## src/rtl/inst_fetch_unit.sv

```systemverilog
// Instruction fetch stage: issues in-order PC requests to instruction memory and queues {PC, instruction} pairs for decode.
// Optional build macro FETCH_PERF_EN enables the fetch/drop performance counters.
module inst_fetch_unit #(
  parameter int ADDR_W = 64,
  parameter int INST_W = 32,
  parameter int DEPTH  = 4
) (
  input  logic              clk,
  input  logic              reset,
  input  logic [ADDR_W-1:0] pc_in,
  input  logic              pc_valid,
  output logic              pc_ready,
  input  logic              flush,
  output logic              imem_req,
  output logic [ADDR_W-1:0] imem_addr,
  input  logic              imem_gnt,
  input  logic              imem_rvalid,
  input  logic [INST_W-1:0] imem_rdata,
  output logic              inst_valid,
  input  logic              inst_ready,
  output logic [INST_W-1:0] inst_out,
  output logic [ADDR_W-1:0] inst_pc,
  output logic [31:0]       perf_fetch_cnt,
  output logic [31:0]       perf_drop_cnt
);

  localparam int PTR_W = $clog2(DEPTH);
  localparam int CNT_W = PTR_W + 1;

  typedef enum logic {ST_RUN = 1'b0, ST_DRAIN = 1'b1} state_t;

  state_t             r_state, w_state_nxt;
  logic [CNT_W-1:0]   r_out_cnt, r_q_cnt, r_drop_cnt;
  logic [CNT_W-1:0]   w_out_nxt, w_drop_nxt, w_remain;
  logic [PTR_W-1:0]   r_pend_wr, r_pend_rd, r_q_wr, r_q_rd;
  logic [ADDR_W-1:0]  r_pend_pc [DEPTH];
  logic [ADDR_W-1:0]  r_q_pc    [DEPTH];
  logic [INST_W-1:0]  r_q_inst  [DEPTH];

  logic               w_space, w_accept, w_resp_ok, w_push, w_pop, w_clear;
  logic [CNT_W:0]     w_used;

  // Outstanding requests plus queued results may never exceed the queue depth.
  assign w_used    = {1'b0, r_out_cnt} + {1'b0, r_q_cnt};
  assign w_space   = w_used < (CNT_W+1)'(DEPTH);
  assign imem_req  = !reset && (r_state == ST_RUN) && pc_valid && w_space && !flush;
  assign imem_addr = pc_in;
  assign w_accept  = imem_req && imem_gnt;
  assign pc_ready  = w_accept;

  assign w_resp_ok = imem_rvalid && (r_out_cnt != '0);
  assign w_remain  = r_out_cnt - CNT_W'(w_resp_ok);

  assign inst_valid = (r_q_cnt != '0);
  assign w_pop      = inst_valid && inst_ready;
  assign inst_out   = inst_valid ? r_q_inst[r_q_rd] : '0;
  assign inst_pc    = inst_valid ? r_q_pc[r_q_rd]   : '0;

  always_comb begin
    w_state_nxt = r_state;
    w_out_nxt   = r_out_cnt;
    w_drop_nxt  = r_drop_cnt;
    w_push      = 1'b0;
    w_clear     = 1'b0;
    case (r_state)
      ST_RUN: begin
        if (flush) begin
          // Requests still in flight after this edge must be swallowed in DRAIN.
          w_clear   = 1'b1;
          w_out_nxt = '0;
          if (w_remain != '0) begin
            w_state_nxt = ST_DRAIN;
            w_drop_nxt  = w_remain;
          end
        end else begin
          w_push    = w_resp_ok;
          w_out_nxt = r_out_cnt + CNT_W'(w_accept) - CNT_W'(w_resp_ok);
        end
      end
      ST_DRAIN: begin
        if (imem_rvalid && (r_drop_cnt != '0)) begin
          w_drop_nxt = r_drop_cnt - CNT_W'(1);
          if (r_drop_cnt == CNT_W'(1)) w_state_nxt = ST_RUN;
        end
      end
      default: w_state_nxt = ST_RUN;
    endcase
  end

  always_ff @(posedge clk or posedge reset) begin
    if (reset) begin
      r_state    <= ST_RUN;
      r_out_cnt  <= '0;
      r_drop_cnt <= '0;
      r_q_cnt    <= '0;
      r_pend_wr  <= '0;
      r_pend_rd  <= '0;
      r_q_wr     <= '0;
      r_q_rd     <= '0;
    end else begin
      r_state    <= w_state_nxt;
      r_out_cnt  <= w_out_nxt;
      r_drop_cnt <= w_drop_nxt;
      if (w_clear) begin
        r_q_cnt   <= '0;
        r_pend_wr <= '0;
        r_pend_rd <= '0;
        r_q_wr    <= '0;
        r_q_rd    <= '0;
      end else begin
        r_q_cnt <= r_q_cnt + CNT_W'(w_push) - CNT_W'(w_pop);
        if (w_accept) r_pend_wr <= r_pend_wr + PTR_W'(1);
        if (w_push) begin
          r_pend_rd <= r_pend_rd + PTR_W'(1);
          r_q_wr    <= r_q_wr + PTR_W'(1);
        end
        if (w_pop) r_q_rd <= r_q_rd + PTR_W'(1);
      end
    end
  end

  always_ff @(posedge clk) begin
    if (w_accept) r_pend_pc[r_pend_wr] <= pc_in;
    if (w_push) begin
      r_q_pc[r_q_wr]   <= r_pend_pc[r_pend_rd];
      r_q_inst[r_q_wr] <= imem_rdata;
    end
  end

`ifdef FETCH_PERF_EN
  logic [31:0] r_perf_fetch, r_perf_drop;
  logic        w_drop_resp;

  assign w_drop_resp = ((r_state == ST_RUN) && flush && w_resp_ok) ||
                       ((r_state == ST_DRAIN) && imem_rvalid && (r_drop_cnt != '0));

  always_ff @(posedge clk or posedge reset) begin
    if (reset) begin
      r_perf_fetch <= '0;
      r_perf_drop  <= '0;
    end else begin
      if (w_pop)       r_perf_fetch <= r_perf_fetch + 32'd1;
      if (w_drop_resp) r_perf_drop  <= r_perf_drop + 32'd1;
    end
  end

  assign perf_fetch_cnt = r_perf_fetch;
  assign perf_drop_cnt  = r_perf_drop;
`else
  assign perf_fetch_cnt = '0;
  assign perf_drop_cnt  = '0;
`endif

`ifndef SYNTHESIS
  // A response with nothing outstanding means the memory side broke protocol.
  always_ff @(posedge clk) begin
    if (!reset) assert (!((r_state == ST_RUN) && imem_rvalid && (r_out_cnt == '0)));
  end
`endif

endmodule

```

## config.mk

```make
export PLATFORM = sky130hd
export DESIGN_NAME = inst_fetch_unit
export DESIGN_NICKNAME = d
export VERILOG_FILES = /design/src/rtl/inst_fetch_unit.sv
export SDC_FILE = /design/constraint.sdc
export NUM_CORES = 1
export LEC_CHECK = 0
export ABC_CLOCK_PERIOD_IN_PS = 6000
export BUFFER_PORTS_ARGS = -buffer_cell sky130_fd_sc_hd__buf_2
export CAP_MARGIN = 30
export CORE_ASPECT_RATIO = 2
export CORE_MARGIN = 4
export CORE_UTILIZATION = 46
export CTS_CLUSTER_DIAMETER = 50
export CTS_CLUSTER_SIZE = 16
export DETAILED_ROUTE_END_ITERATION = 6
export PLACE_DENSITY = 0.7
export SLEW_MARGIN = 20
export SYNTH_ARGS = -nofsm -noshare
export SYNTH_HDL_FRONTEND = slang
export SYNTH_SLANG_ARGS = --single-unit
```

## constraint.sdc

```tcl
create_clock -name clk -period 6 [get_ports clk]
set_input_delay 1.2 -clock clk [delete_from_list [all_inputs] [get_ports clk]]
set_output_delay 1.2 -clock clk [all_outputs]
set_load 0.05 [all_outputs]
```

# Word level (Yosys, flattened, before mapping)
# Memories as Yosys holds them, arrays and structs flattened.
# Cells that the tools add are included.
dict set report word_totals {
  reg_bits 18
  mem_bits_rw 640
  out_inout_bits 227
  mem_count 3
}
# memory depth word_bits rd rd_clocked_by_memory_dff write_ports line_no
set mem_list {}
lappend mem_list {r_pend_pc 4 64 1 0 1 36} ;# logic [ADDR_W-1:0] r_pend_pc [DEPTH];
lappend mem_list {r_q_pc 4 64 1 0 1 37} ;# logic [ADDR_W-1:0] r_q_pc [DEPTH];
lappend mem_list {r_q_inst 4 32 1 0 1 38} ;# logic [INST_W-1:0] r_q_inst [DEPTH];
dict set report classes {
  addsub 11
  magnitude_cmp 1
  eq_ne 4
  mux 29
  bitwise_logic 1
  n_reduce_logical 18
}
# op count
set op_table {}
lappend op_table {{$mux 64} 1}
lappend op_table {{$mux 32} 1}
lappend op_table {{$mux 2} 8}
lappend op_table {{$mux 3} 5}
lappend op_table {{$mux 1} 12}
lappend op_table {{$reduce_bool 3->1} 4}
lappend op_table {{$sub 3x1->3} 3}
lappend op_table {{$add 2x1->2 const B} 4}
lappend op_table {{$logic_and 1x1->1} 8}
lappend op_table {{$add 3x1->3} 2}
lappend op_table {{$pmux 3 s2} 1}
lappend op_table {{$reduce_bool 2->1} 3}
lappend op_table {{$add 3x3->4} 1}
lappend op_table {{$lt 4x3->1 const B} 1}
lappend op_table {{$ne 2x1->1 const B} 2}
lappend op_table {{$eq 3x1->1 const B} 1}
lappend op_table {{$reduce_and 3->1} 1}
lappend op_table {{$sub 3x1->3 const B} 1}
lappend op_table {{$logic_not 1->1} 2}
lappend op_table {{$ne 2x2->1 const B} 1}
lappend op_table {{$pmux 1 s2} 1}
lappend op_table {{$not 1->1} 1}

# Longest topological paths before layout
dict set report depth {
  depth_word 9
  mapped_depth 11
  depth_no_buf 10
}

# Worst setup path after synthesis
# Ideal clock, no wire load.
dict set report synth_timing {
  path_kind {input-to-reg}
  from {input port flush}
  to {memory r_q_inst[0][0] (enable)}
  setup_time_ps 466
  arrival_time_ps 3794
  required_time_ps 5534
  setup_slack_ps 1741
  path_stages 3
  n_path_buf 0
  cell_sequence {nor2_1 -> and3_1 -> and2_1}
}
dict set report synth_between {
  elab_chain_cells 4
}
# item line_no
set synth_lines {}
lappend synth_lines {{start, declared} 13} ;# input logic flush,
lappend synth_lines {{$mux 1} 67} ;# if (flush) begin
lappend synth_lines {{$mux 1} 65} ;# case (r_state)
lappend synth_lines {{$mux 1} 124} ;# if (w_push) begin
lappend synth_lines {{$mux 1 (not written as such)} 126} ;# r_q_inst[r_q_wr] <= imem_rdata;
lappend synth_lines {{end, declared} 38}
# Every way passes these cells.

# Final worst setup path
dict set report layout_timing {
  from {register r_q_rd[0]}
  to {output port inst_pc[17]}
}
dict set report layout_between {
  elab_chain_cells 2
}
# item line_no
set layout_lines {}
lappend layout_lines {{start, declared} 35} ;# logic [PTR_W-1:0] r_pend_wr, r_pend_rd, r_q_wr, r_q_rd;
lappend layout_lines {{start signal, assigned} 117} ;# if (w_pop) r_q_rd <= r_q_rd + PTR_W'(1);
lappend layout_lines {{$mem_v2 4x64} -}
lappend layout_lines {{$mux 64} 57} ;# assign inst_pc = inst_valid ? r_q_pc[r_q_rd] : '0;
lappend layout_lines {{end, declared} 22} ;# output logic [ADDR_W-1:0] inst_pc,
# Every way passes these cells.

==> impl.org <==
** Outcome
- Run status :: completed

** STA
- Tmin final :: 4.20 ns
- Relative slew slack :: 48.2%
- Clock Skew :: 0.0136 ns
- Static timing analysis puts the maximum clock frequency at 238 MHz.
- Number of hold violations in the final report :: 0
- Final count of pins violating max slew :: 0
- Setup slack closes at 1.80 ns.
- Dividing the final minimum period by the clock period gives 70.1%.
- Final hold analysis gives a worst-case slack of 0.557 ns.
- In the final timing run, aggregate negative setup slack is 0 ns.
- For the pin with the worst max-slew slack, the measured transition is 0.777 ns.
- Setup repair after global routing left no endpoint under its margin.
- Setup violations remaining at the end of the flow were counted as 0.

** Critical path
- Critical path fanouts, max :: 27
- STA puts the critical path data arrival time at 3.00 ns.
- WP data required :: 4.80 ns
- Critical Path Source Type :: flop
- The critical path in this run is classified as flop to output port.
- Critical path capture point type :: output port

** Synth
- Post-synthesis cell count :: 1205
- Synth Area in Adders :: 1.07%
- Of the total synthesized cell area, the portion taken by AND, OR, NAND and NOR gates is 3.18%.
- Synthesis Warnings :: 0
- Largest family of logic cells by synthesized area :: multiplexers
- Synth async-reset ratio :: 2.74%
- After synthesis the cells add up to 0.0259 sq mm.
- Ys flop type :: edfxtp_1
- Multiplexer share of the synthesized area :: 14.3%
- Netlist cell types :: 40
- Counting flops with a built-in enable in the synthesized netlist gives 640.
- The synthesized netlist devotes 0.410% of its cell area to compound gates.
- The share of the Yosys chip area taken by registers is 75.8%.
- Per-instance average area after synthesis :: 21.5 sq um
- Synthesized-area fraction occupied by xor and xnor cells :: 0.236%
- Synthesis inferred 658 register bits.

** Power
- The completed layout was analyzed and its total power is 13.5 mW.
- Largest voltage drop on the vdd net :: 0.275 mV
- Fraction of power consumed by sequential logic :: 42.5%
- Switching pwr :: 4.86 mW
- Per report_power, the clock group accounts for 22.5% of the total.
- Internal power contribution :: 8.63 mW
- Proportion of power drawn by combinational gates :: 35.0%
- For this design the ratio of total power to cell area is 466 mW/mm^2.
- Net switching is 36.0% of the power.
- Cell leakage power :: 9.72 nW

** Drt
- Dividing the detail-routed wire length by the instance count gives 23.0 microns.
- Remaining routing DRC violations :: 0
- After detailed routing, the number of vias per cell comes to 5.29.
- First DRT Iteration DRCs :: 633
- WL final :: 50.3 mm
- In this run the remaining antenna-violating nets after routing total 0.
- The pre-antenna-repair detailed-routing pass consisted of 4 iterations.
- Number of vias after detailed routing :: 11583

** Placed design
- Setup slack after placement :: 2.30 ns
- # port buffers :: 265
- At the end of routability-driven placement, the weighted congestion stood at 0.730.
- Summed over all nets, the half-perimeter wirelength after detailed placement is 31.0 mm.

** CTS
- CTS Hold Buffers Added :: 0
- TritonCTS built the clock tree.
- Post-CTS setup buffer count :: 0
- TritonCTS buffer count :: 49
- The number of gates resized after CTS was 0.
- CTS max path bufs :: 3
- Clock latency on the worst-skew pair, taken at its later pin, is 0.57 ns.
- Root Driver :: clkbuf_16
- After clock tree synthesis, the clock-pin slew on the worst setup and hold paths is 0.07 ns.
- The H-tree generated during clock tree synthesis spans 2 levels.
- Total clock sinks :: 658

** Floorplanning
- Io pins :: 330
- Core Area :: 0.0556 sq mm
- Die Y :: 344 microns
- Starting Density :: 46.7%
- Die Span X :: 176 microns
- After floorplanning, the core was divided into 122 placement rows.
- The die covers 0.0605 sq mm.

** Global routing
- Maximum number of pins on one net before global-route repair :: 64
- Initial antenna violation count :: 0
- Remaining Overflow, GRT :: 0
- Number of global-route vias before repair :: 12627
- Global routing used 16.6% of the available tracks.
- The first global-routing pass estimated 75.5 mm of wire.

** Cells and area
- Filler instances :: 4445
- Cells with a size suffix above 1 make up 36.1% of the layout.
- Cells fill 52.1% of the core in the end.
- Leaving out fill and tap cells, the most frequent cell in the layout is edfxtp_1.
- Area overhead of the layout relative to synthesis :: 11.6%
- Most used cells in the layout excluding fill and tap cells :: edfxtp_1 (640), buf_2 (265), mux4_2 (160)
- For this run, the post-layout net count is 1549.

** Run
- MaxCap Viol Count :: 0

** Worst hold path
- Class of the worst hold path :: flop to flop
[path summary, 6_finish.rpt]
kind | from | to | slack, ns | cells after the start
worst max-delay path | r_q_rd[0]$_DFFE_PP0P_ | inst_pc[17] | 1.80 | 4
worst min-delay path | r_q_wr[0]$_DFFE_PP0P_ | r_q_wr[0]$_DFFE_PP0P_ | 0.56 | 1
worst max register to register | r_state$_DFF_PP0_ | r_q_pc[2][12]$_DFFE_PP_ | 3.21 | 4
max in group asynchronous | reset | r_q_rd[0]$_DFFE_PP0P_ | 4.71 | 2
min in group asynchronous | reset | r_pend_wr[1]$_DFFE_PP0P_ | 0.75 | 2
worst min register to register | r_q_wr[0]$_DFFE_PP0P_ | r_q_wr[0]$_DFFE_PP0P_ | 0.56 | 1
[power by group through the flow]
stage / logic, mW / registers (mW) / clock network, mW
finish: 4.73 / 5.73 / 3.03
floorplan: 3.93 / 5.60 / 0
detailed placement: 4.83 / 5.85 / 0
global route: 5.03 / 5.76 / 3.31
global placement: 4.59 / 5.94 / 0
CTS: 4.83 / 5.74 / 3.14
[Yosys cell counts (2+ instances only)]
cell	number	area (sq um)
edfxtp_1	640	19200
mux4_2	160	3600
buf_4	131	983
and2_1	107	669
clkbuf_1	23	86.3
ha_1	19	238
buf_2	18	90.1
dfrtp_1	18	450
inv_1	17	63.8
nand2_1	10	37.5
mux2i_1	8	80.1
nor2_1	7	26.3
o21ai_0	4	20.0
xor2_1	4	35.0
buf_6	3	33.8
xnor2_1	3	26.3
and3_1	2	12.5
buf_8	2	30.0
clkbuf_2	2	10.0
fa_1	2	40.0
mux2_2	2	22.5
nor3b_1	2	15.0
o311ai_0	2	17.5
o31ai_1	2	15.0
or3_1	2	12.5
[layer usage]
layer  global-route usage, %  vias up  routed length [microns]
met1                    20.2     6125                    19500
met5                       0        -                        0
met3                    2.02       67                     2250
met4                    4.96        0                     1260
li1                        -     5035                        -
met2                    30.8      356                    27300
[flip-flops by register name, indices dropped and copies added (netlist names), 3 cells and up]
name and flops:
r_q_inst 128, r_q_pc 256, r_out_cnt 3, r_drop_cnt 3, r_q_cnt 3, r_pend_pc 256
[worst max-delay path: stages (launching register included)]
cell     delay (ns)
dfrtp_4        0.84
buf_4          0.54
mux4_2         0.57
and2_1         0.21
buf_2          0.22
[cell families after synthesis]
| kind of cell | Yosys count |
|---|---|
| compound gates | 14 |
| xor+xnor | 7 |
| fa+ha+maj | 21 |
| buf+inv | 197 |
| flops | 658 |
| mux | 170 |
| other cells | 1 |
| simple gates | 137 |
[area by class of cell]
type | instances | area [sq um] | area share (%)
well taps | 744 | 931 | 3.22
multi-input cells | 413 | 5240 | 18.1
repair buffers | 286 | 1630 | 5.63
inverters | 17 | 63.8 | 0.220
clock buffers | 59 | 1310 | 4.51
clock inverters | 11 | 96.3 | 0.333
diodes | 1 | 2.50 | 0.00864
flip-flops and latches | 658 | 19700 | 68.0
[stage by stage]
stage                     instance area (sq um)  cells
final                                     29000   2189
after global routing                      29000   2188
after CTS                                 29000   2188
after detailed placement                  27500   2118
after global placement                    27400   2111
after floorplan                           26200   1268
Power figures use the tool's default switching activity.
